`config.mk`:
```
export PLATFORM = sky130hd
export DESIGN_NAME = pwm_capture
export DESIGN_NICKNAME = d
export VERILOG_FILES = /design/src/rtl/pwm_capture.sv
export SDC_FILE = /design/constraint.sdc
export NUM_CORES = 1
export LEC_CHECK = 0
export ABC_CLOCK_PERIOD_IN_PS = 2600
export CAP_MARGIN = 40
export CORE_ASPECT_RATIO = 0.8
export CORE_UTILIZATION = 55
export CTS_CLUSTER_DIAMETER = 120
export DETAILED_ROUTE_END_ITERATION = 16
export GPL_ROUTABILITY_DRIVEN = 1
export PLACE_DENSITY = 0.91
export SYNTH_ARGS = -nofsm -noshare
export SYNTH_HDL_FRONTEND = slang
export SYNTH_SLANG_ARGS = --single-unit
```
`constraint.sdc`:
```
create_clock -name clock_clk -period 2.6 [get_ports clock_clk]
set_input_delay 0.39 -clock clock_clk [delete_from_list [all_inputs] [get_ports clock_clk]]
set_output_delay 0.39 -clock clock_clk [all_outputs]
set_load 0.02 [all_outputs]
```
`src/rtl/pwm_capture.sv`:
```
// PWM receiver: measures high time and period in clock cycles, publishes matched pairs, flags signal loss.
// Optional glitch filter after the synchronizer is enabled with `define PWM_CAPTURE_FILTER_EN.
module pwm_capture #(
   parameter int unsigned TIMEOUT_CYCLES = 4000000,
   parameter int unsigned FILTER_LEN     = 4
) (
   input  logic        clock_clk,
   input  logic        reset_reset,
   input  logic        pwm_in,
   input  logic        ack,
   output logic [31:0] pulse_width,
   output logic [31:0] period,
   output logic        data_valid,
   output logic        new_data,
   output logic        timeout
);

   localparam int unsigned CNT_W = 32;
   localparam logic [CNT_W-1:0] TO_CNT  = CNT_W'(TIMEOUT_CYCLES);
   localparam logic [CNT_W-1:0] CNT_MAX = '1;

   typedef enum logic [1:0] {
      ST_WAIT_RISE,
      ST_HIGH,
      ST_LOW
   } state_t;

   state_t           r_state;
   logic [CNT_W-1:0] r_cnt;
   logic [CNT_W-1:0] r_width_tmp;
   logic             r_sync1;
   logic             r_sync2;
   logic             r_s_d;
   logic             w_s;
   logic             w_rise;
   logic             w_fall;

   // Two-flop synchronizer for the asynchronous input
   always_ff @(posedge clock_clk) begin
      if (reset_reset) begin
         r_sync1 <= 1'b0;
         r_sync2 <= 1'b0;
      end else begin
         r_sync1 <= pwm_in;
         r_sync2 <= r_sync1;
      end
   end

`ifdef PWM_CAPTURE_FILTER_EN
   localparam int unsigned FCW = (FILTER_LEN > 1) ? $clog2(FILTER_LEN) : 1;

   logic           r_filt;
   logic [FCW-1:0] r_fcnt;

   // Output follows the input only after FILTER_LEN consecutive differing samples
   always_ff @(posedge clock_clk) begin
      if (reset_reset) begin
         r_filt <= 1'b0;
         r_fcnt <= '0;
      end else if (r_sync2 != r_filt) begin
         if (r_fcnt == FCW'(FILTER_LEN - 1)) begin
            r_filt <= r_sync2;
            r_fcnt <= '0;
         end else begin
            r_fcnt <= r_fcnt + FCW'(1);
         end
      end else begin
         r_fcnt <= '0;
      end
   end

   assign w_s = r_filt;
`else
   logic w_unused_filter_len;

   assign w_unused_filter_len = ^32'(FILTER_LEN);
   assign w_s                 = r_sync2;
`endif

   assign w_rise = w_s & ~r_s_d;
   assign w_fall = ~w_s & r_s_d;

   // Measurement FSM, counter and registered outputs
   always_ff @(posedge clock_clk) begin
      if (reset_reset) begin
         r_state     <= ST_WAIT_RISE;
         r_cnt       <= '0;
         r_width_tmp <= '0;
         r_s_d       <= 1'b0;
         pulse_width <= '0;
         period      <= '0;
         data_valid  <= 1'b0;
         new_data    <= 1'b0;
         timeout     <= 1'b0;
      end else begin
         r_s_d      <= w_s;
         data_valid <= 1'b0;

         if (w_rise) begin
            r_cnt <= CNT_W'(1);
         end else if (r_cnt != CNT_MAX) begin
            r_cnt <= r_cnt + CNT_W'(1);
         end

         if (ack) begin
            new_data <= 1'b0;
         end

         case (r_state)
            ST_WAIT_RISE: begin
               if (w_rise) begin
                  r_state <= ST_HIGH;
               end
            end
            ST_HIGH: begin
               if (w_fall) begin
                  r_width_tmp <= r_cnt;
                  r_state     <= ST_LOW;
               end else if (r_cnt == TO_CNT) begin
                  timeout <= 1'b1;
                  r_state <= ST_WAIT_RISE;
               end
            end
            ST_LOW: begin
               // A publish overrides a same-cycle ack so the new pair is never lost
               if (w_rise) begin
                  pulse_width <= r_width_tmp;
                  period      <= r_cnt;
                  data_valid  <= 1'b1;
                  new_data    <= 1'b1;
                  timeout     <= 1'b0;
                  r_state     <= ST_HIGH;
               end else if (r_cnt == TO_CNT) begin
                  timeout <= 1'b1;
                  r_state <= ST_WAIT_RISE;
               end
            end
            default: begin
               r_state <= ST_WAIT_RISE;
            end
         endcase
      end
   end

endmodule

```
==> out/metrics.csv, run 1 <==
stage,metric,value,unit
run_status,status,completed,
worst_hold_path,Hold/Removal Path Class,in -> reg,
logic_synthesis,Synth area leader,dfxtp_1,
logic_synthesis,Synth Area in Compound Gates,14.7,%
logic_synthesis,Post-synth ARST share,0,%
flow_run,max_cap viols,0,
logic_synthesis,post-synthesis sequential element count,136,
floorplanning,die height,90.6,um
timing,Fin. Hold Viols,0,
critical_path,WP data required,2.89,ns
route,DR WL/cell,16.6,um
clock_network,"Reg clk slew, reported paths",0.05,ns
place,RePlAce Congestion,0.869,
grt,initial antenna violation count,0,
grt,global-route usage over all layers,29.2,%
floorplanning,floorplan die width,113,um
critical_path,Crit path max-delay family,simple AND/OR/NAND/NOR gates,
logic_synthesis,Syn Area/Cell,7.99,um^2
route,drt drc,0,
route,drt pass-1 iters,6,
logic_synthesis,Synth top area share,50.5,%
power,total power,4.38,mW
clock_network,count of hold-fix buffers inserted at cts,0,
logic_synthesis,largest family of logic cells by synthesized area,simple AND/OR/NAND/NOR gates,
clock_network,number of setup buffers added after CTS,0,
critical_path,Crit path buffers/inverters,1,
final_layout,fin util,72.1,%
place,post-DP HPWL,9560,um
logic_synthesis,Cell variety after synth,43,
grt,first-pass GRT wire length,23200,um
timing,setup TNS,0,ns
floorplanning,I/O pin cnt,71,
grt,grt met2 use,49.4,%
floorplanning,num rows,31,
floorplanning,Core Region,9270,um^2
critical_path,Crit Path Max Fanout,8,
logic_synthesis,Synth Area in Simple Gates,26.8,%
logic_synthesis,Synth Area in XOR/XNOR,2.44,%
critical_path,critical path's largest stage delay,0.71,ns
timing,Fmax,433,MHz
route,vias post-DR,4897,
route,vias per std cell,5.75,
power,maximum vdd drop,0.000497,V
logic_synthesis,Most used DFF post-synth,dfxtp_1,
critical_path,critical setup path kind,reg -> reg,
critical_path,nature of the critical path endpoint,register,
clock_network,"Clk Latency, worst-skew pair",0.42,ns
logic_synthesis,Synth warnings,0,
power,pwr/cell area,655,nW/um^2
place,Port Buffers,70,
final_layout,layout cell share with drive strength beyond 1,8.15,%
logic_synthesis,"top cells by area, synth","dfxtp_1 (50%), nand2_1 (15%), a21oi_1 (11%)",
timing,Worst-Margin Slew,0.725,ns
clock_network,CTS root buffer,clkbuf_16,
final_layout,# diodes,0,
grt,vias in the first global route,4651,
route,antenna-violating nets left,0,
timing,slew margin rel.,51.3,%
final_layout,Area Growth Syn to Fin,23.8,%
grt,total grt overflow,0,
clock_network,PostCTS Resize Cnt,0,
clock_network,H-tree depth,4,
logic_synthesis,"Net Count, Synth",681,
logic_synthesis,Post-synth EDFFs,0,
grt,pin count of the biggest net entering global routing,61,
grt,met1 Track Usage GR,36.2,%
timing,Final Critical Period,2.31,ns
critical_path,critical path arrival,2.60,ns
grt,met3 Resource Use GR,7.25,%
clock_network,total CTS buffers,17,
logic_synthesis,fraction of the mapped netlist area in adder cells,0.464,%
logic_synthesis,"Cell Area, Synth",5390,um^2
timing,fin crit share,88.9,%
clock_network,Clock Sinks,136,
timing,RSZ-0062 raised after global routing,no,
clock_network,Clock Path Buffers,2,
floorplanning,die area,10200,um^2
logic_synthesis,sequential share of the synthesized area,50.5,%
timing,Final setup viols,0,
logic_synthesis,multiplexer share of the synthesized area,0.186,%
final_layout,NumNets Final,731,
critical_path,critical-path cell list,"nand4_2, nor4_2, buf_4, a211oi_1, xnor2_1, nor2_1",
logic_synthesis,post-synthesis cell count,675,
power,Leak,2.12,nW
timing,clock skew,0.00605,ns
timing,Pins Over Slew Limit,0,
route,Initial DRC Count,331,
clock_network,TritonCTS clock tree,yes,
grt,GRT busiest layer,met2,
critical_path,Critical Path Slowest Stage Cell,nor4_2,
route,Detailed Route WL,14200,um
floorplanning,Starting Density,58.2,%
critical_path,startpoint class of the critical path,register,
## metal layers
layer | part of all wire [%] | vias to the layer above
met5 | 0 | -
met3 | 6.1 | 26
met4 | 2.1 | 0
li1 | - | 2367
met2 | 48 | 174
met1 | 43 | 2330
## area by class of cell
class / instances / area [um^2]
Multi-Input combinational cell: 477 / 2420
Inverter: 10 / 37.5
Timing Repair Buffer: 83 / 821
Tap cell: 115 / 144
Sequential cell: 136 / 2720
Clock inverter: 9 / 77.6
Clock buffer: 21 / 460
Fill cell: 730 / 2590
## kinds of logic (layout without fill, tap and decap cells)
logic type      Yosys count  after routing
xor+xnor                 15             15
flops                   136            136
fa+ha+maj                 2              2
buf+inv                  62            123
mux                       1              1
compound gates          144            144
simple gates            315            315
## sequential cells by signal, indices dropped and copies added, names as in the netlist
register and count:
r_s_d 1, r_width_tmp 32, r_sync1 1, data_valid 1, pulse_width 32, r_state 2
r_cnt 32, period 32, new_data 1, timeout 1, r_sync2 1
## final timing paths
check                    endpoint  slack, ns        start  depth (start not counted)
setup reg to reg         r_cnt[4]       0.29    r_cnt[13]                          6
hold / removal    pulse_width[10]       0.43  reset_reset                          2
hold reg to reg         period[9]       0.45    period[9]                          2
setup / recovery         r_cnt[4]       0.29    r_cnt[13]                          6
## Yosys cell counts (6+ instances only)
| library cell | number |
|---|---|
| o31ai_1 | 6 |
| nand2_1 | 212 |
| buf_2 | 8 |
| clkbuf_1 | 33 |
| or4_1 | 9 |
| a211oi_1 | 6 |
| dfxtp_1 | 136 |
| nand3_1 | 12 |
| xnor2_1 | 15 |
| nor2b_1 | 6 |
| nand4_1 | 7 |
| inv_1 | 10 |
| a21oi_1 | 118 |
| or3_1 | 8 |
| nor2_1 | 25 |
| nor4_1 | 7 |
| o21ai_0 | 7 |
## report_power, final
group          switching [mW]  internal (mW)
combinational          0.0532         0.0210
sequential             0.0106           2.09
clock                   0.856           1.34
total                   0.920           3.46
## worst register-to-register path: cells and delay by family, from the launching register on
family                 cells  cell delay [ns]
AO/OA/AOI/OAI              1             0.09
XOR/XNOR                   1             0.21
buffers and inverters      1             0.27
AND/OR/NAND/NOR            3             1.07
flip-flops                 1             0.55
## metrics by stage
| stage | area [um^2] | instances | hold slack, ns | setup slack, ns |
|---|---|---|---|---|
| 2_1_floorplan | 5390 | 675 | 0.414 | 0.664 |
| 3_3_place_gp | 6140 | 821 | 0.443 | 0.430 |
| 3_5_place_dp | 6140 | 821 | 0.447 | 0.355 |
| 4_1_cts | 6680 | 851 | 0.419 | 0.329 |
| 5_1_grt | 6680 | 851 | 0.439 | 0.175 |
| 6_report | 6680 | 851 | 0.427 | 0.290 |
## cells in the final DEF, fill, tap and decap left out, types with 10 or more instances in the layout
cell type	synthesis	final
clkbuf_16	0	17
clkdlybuf4s50_1	0	69
dfxtp_1	136	136
nand2_1	212	212
nor2_1	25	24
xnor2_1	15	15
buf_4	1	12
nand3_1	12	12
inv_1	10	10
a21oi_1	118	118
Note: power is estimated with default switching activity, not from simulation.
==> inputs of run 2 (changes only) <==
--- a/config.mk
+++ b/config.mk
@@ -7,7 +7,7 @@
 export LEC_CHECK = 0
 export ABC_CLOCK_PERIOD_IN_PS = 2600
 export CAP_MARGIN = 40
-export CORE_ASPECT_RATIO = 0.8
+export CORE_MARGIN = 2
 export CORE_UTILIZATION = 55
 export CTS_CLUSTER_DIAMETER = 120
 export DETAILED_ROUTE_END_ITERATION = 16
==> out/metrics.csv, run 2 (same netlist as run 1, synthesis figures left out) <==
stage,metric,value,unit,change
worst_hold_path,Hold/Removal Path Class,in -> reg,,
critical_path,critical-path cell list,"and4_2, nand4_1, or3_1, nor4b_1, mux2i_1",,
timing,Final Critical Period,2.17,ns,-0.143 ns
timing,slew margin rel.,51.9,%,+0.62 points
timing,Fin. Hold Viols,0,,unchanged
timing,Worst-Margin Slew,0.722,ns,-0.00333 ns
timing,final hold slack,0.246,ns,-0.181 ns
worst_hold_path,hold path start,reset_reset,,
timing,Pins Over Slew Limit,0,,unchanged
final_layout,Filler cells,755,,+3.4%
power,Leak,2.16,nW,+1.6%
run_status,status,completed,,
floorplanning,Core Region,9640,um^2,+4.0%
floorplanning,die area,10600,um^2,+4.0%
route,Initial DRC Count,422,,+27%
critical_path,nature of the critical path endpoint,register,,
floorplanning,I/O pin cnt,71,,unchanged
power,total power,4.74,mW,+8.3%
critical_path,Reg-to-Reg Start,r_cnt[6],,
clock_network,"Clk Latency, worst-skew pair",0.53,ns,+0.11 ns
floorplanning,die height,103,um,+14%
critical_path,r2r endpoint,r_cnt[30],,
power,pwr/cell area,701,nW/um^2,+7.0%
critical_path,WP data required,3.06,ns,+0.17 ns
timing,setup TNS,0,ns,unchanged
critical_path,crit path from,r_cnt[6],,
clock_network,"Reg clk slew, reported paths",0.06,ns,about the same
final_layout,fin util,70.2,%,-1.9 points
timing,clock skew,0.00529,ns,-0.000755 ns
final_layout,layout cell share with drive strength beyond 1,8.05,%,-0.10 points
final_layout,# diodes,0,,unchanged
final_layout,"most common cell after layout, fill and taps aside",nand2_1,,
grt,pin count of the biggest net entering global routing,78,,+28%
critical_path,"reg-to-reg slack, setup",0.43,ns,+0.14 ns
place,RePlAce Congestion,0.985,,+13%
final_layout,Area Growth Syn to Fin,25.4,%,
final_layout,design area,6760,um^2,+1.3%
route,antenna-violating nets left,0,,unchanged
critical_path,critical path arrival,2.62,ns,+0.02 ns
floorplanning,floorplan die width,103,um,-8.6%
route,Detailed Route WL,13800,um,-2.5%
place,# placed instances,835,,+1.7%
clock_network,TritonCTS clock tree,yes,,
critical_path,critical setup path kind,reg -> reg,,
critical_path,Critical Path Slowest Stage Cell,dfxtp_1,,
timing,Final setup viols,0,,unchanged
clock_network,Clock Path Buffers,2,,unchanged
critical_path,critical path's largest stage delay,0.55,ns,-0.16 ns
clock_network,PostCTS Resize Cnt,0,,unchanged
critical_path,startpoint class of the critical path,register,,
power,maximum vdd drop,0.000361,V,-27%
place,post-DP HPWL,8930,um,-6.7%
grt,first-pass GRT wire length,22400,um,-3.6%
timing,final worst slack,0.432,ns,+0.143 ns
route,DR WL/cell,15.9,um,-4.2%
floorplanning,num rows,36,,+16%
floorplanning,Starting Density,56.0,%,-2.2 points
place,Placement Cell Area,6130,um^2,-0.12%
timing,Fmax,461,MHz,+6.6%
route,drt drc,0,,unchanged
critical_path,depth of the worst register-to-register path,5,,-1
worst_hold_path,hold path depth,2,,unchanged
grt,vias in the first global route,4573,,-1.7%
route,vias post-DR,4943,,+0.94%
timing,RSZ-0062 raised after global routing,no,,
grt,initial antenna violation count,0,,unchanged
clock_network,H-tree depth,4,,unchanged
clock_network,number of setup buffers added after CTS,0,,unchanged
timing,fin crit share,83.4,%,-5.5 points
final_layout,NumNets Final,727,,-0.55%
grt,global-route usage over all layers,27.2,%,-2.0 points
place,setup slack after placement,0.472,ns,+0.117 ns
place,Port Buffers,70,,unchanged
clock_network,total CTS buffers,17,,unchanged
critical_path,Critical Path End,r_cnt[30],,
clock_network,Clock Sinks,136,,unchanged
grt,total grt overflow,0,,unchanged
route,drt pass-1 iters,5,,-1
final_layout,Finished Layout Cells,866,,+1.8%
clock_network,CTS root buffer,clkbuf_8,,
flow_run,max_cap viols,0,,unchanged
final_layout,most frequent cells in the layout,"nand2_1 (212), dfxtp_1 (136), a21oi_1 (118)",,
clock_network,count of hold-fix buffers inserted at cts,0,,unchanged
critical_path,Crit Path Max Fanout,9,,+1
route,vias per std cell,5.71,,-0.81%
-- run 2: cell count changes in the layout (fill, tap and decap cells not counted), sizes merged --
cell / previous run / this run
buf: 14 / 10
bufinv: 1 / 5
clkbuf: 21 / 18
clkinvlp: 3 / 0
clkinv: 5 / 7
inv: 10 / 11
-- run 2: routing by layer --
layer	wire [um]	part of all wire, %	up-vias	global-route usage (%)
met4	367	2.7	0	11.8
met5	0	0	-	0
li1	-	-	2362	-
met2	6400	46	199	41.8
met1	6070	44	2346	36.3
met3	955	6.9	36	7.12
-- run 2: cell type report --
type	instances	area [um^2]	area share, %
Tap cell	133	166	2.46
Sequential cell	136	2720	40.3
Timing Repair Buffer	79	791	11.7
Clock inverter	13	201	2.98
Clock buffer	18	428	6.33
Inverter	10	37.5	0.555
Multi-Input combinational cell	477	2420	35.7
-- run 2: worst min path at each step --
stage | slack (ns) | end
after global placement | 0.43 | r_sync2
after global routing | 0.25 | r_s_d
after CTS | 0.23 | r_state[0]
final | 0.25 | r_state[0]
after floorplan | 0.41 | r_sync2
after detailed placement | 0.44 | r_sync2
-- run 2: critical path: cells and delay by family, from the launching register on --
kind / cells / cell delay (ns)
mux: 1 / 0.23
flops: 1 / 0.55
simple gates: 4 / 1.33
-- run 2: report_power, final --
part / internal (mW) / switching, mW / total, mW
clock network: 1.67 / 0.895 / 2.57
logic: 0.0197 / 0.0523 / 0.0720
registers: 2.09 / 0.0109 / 2.10
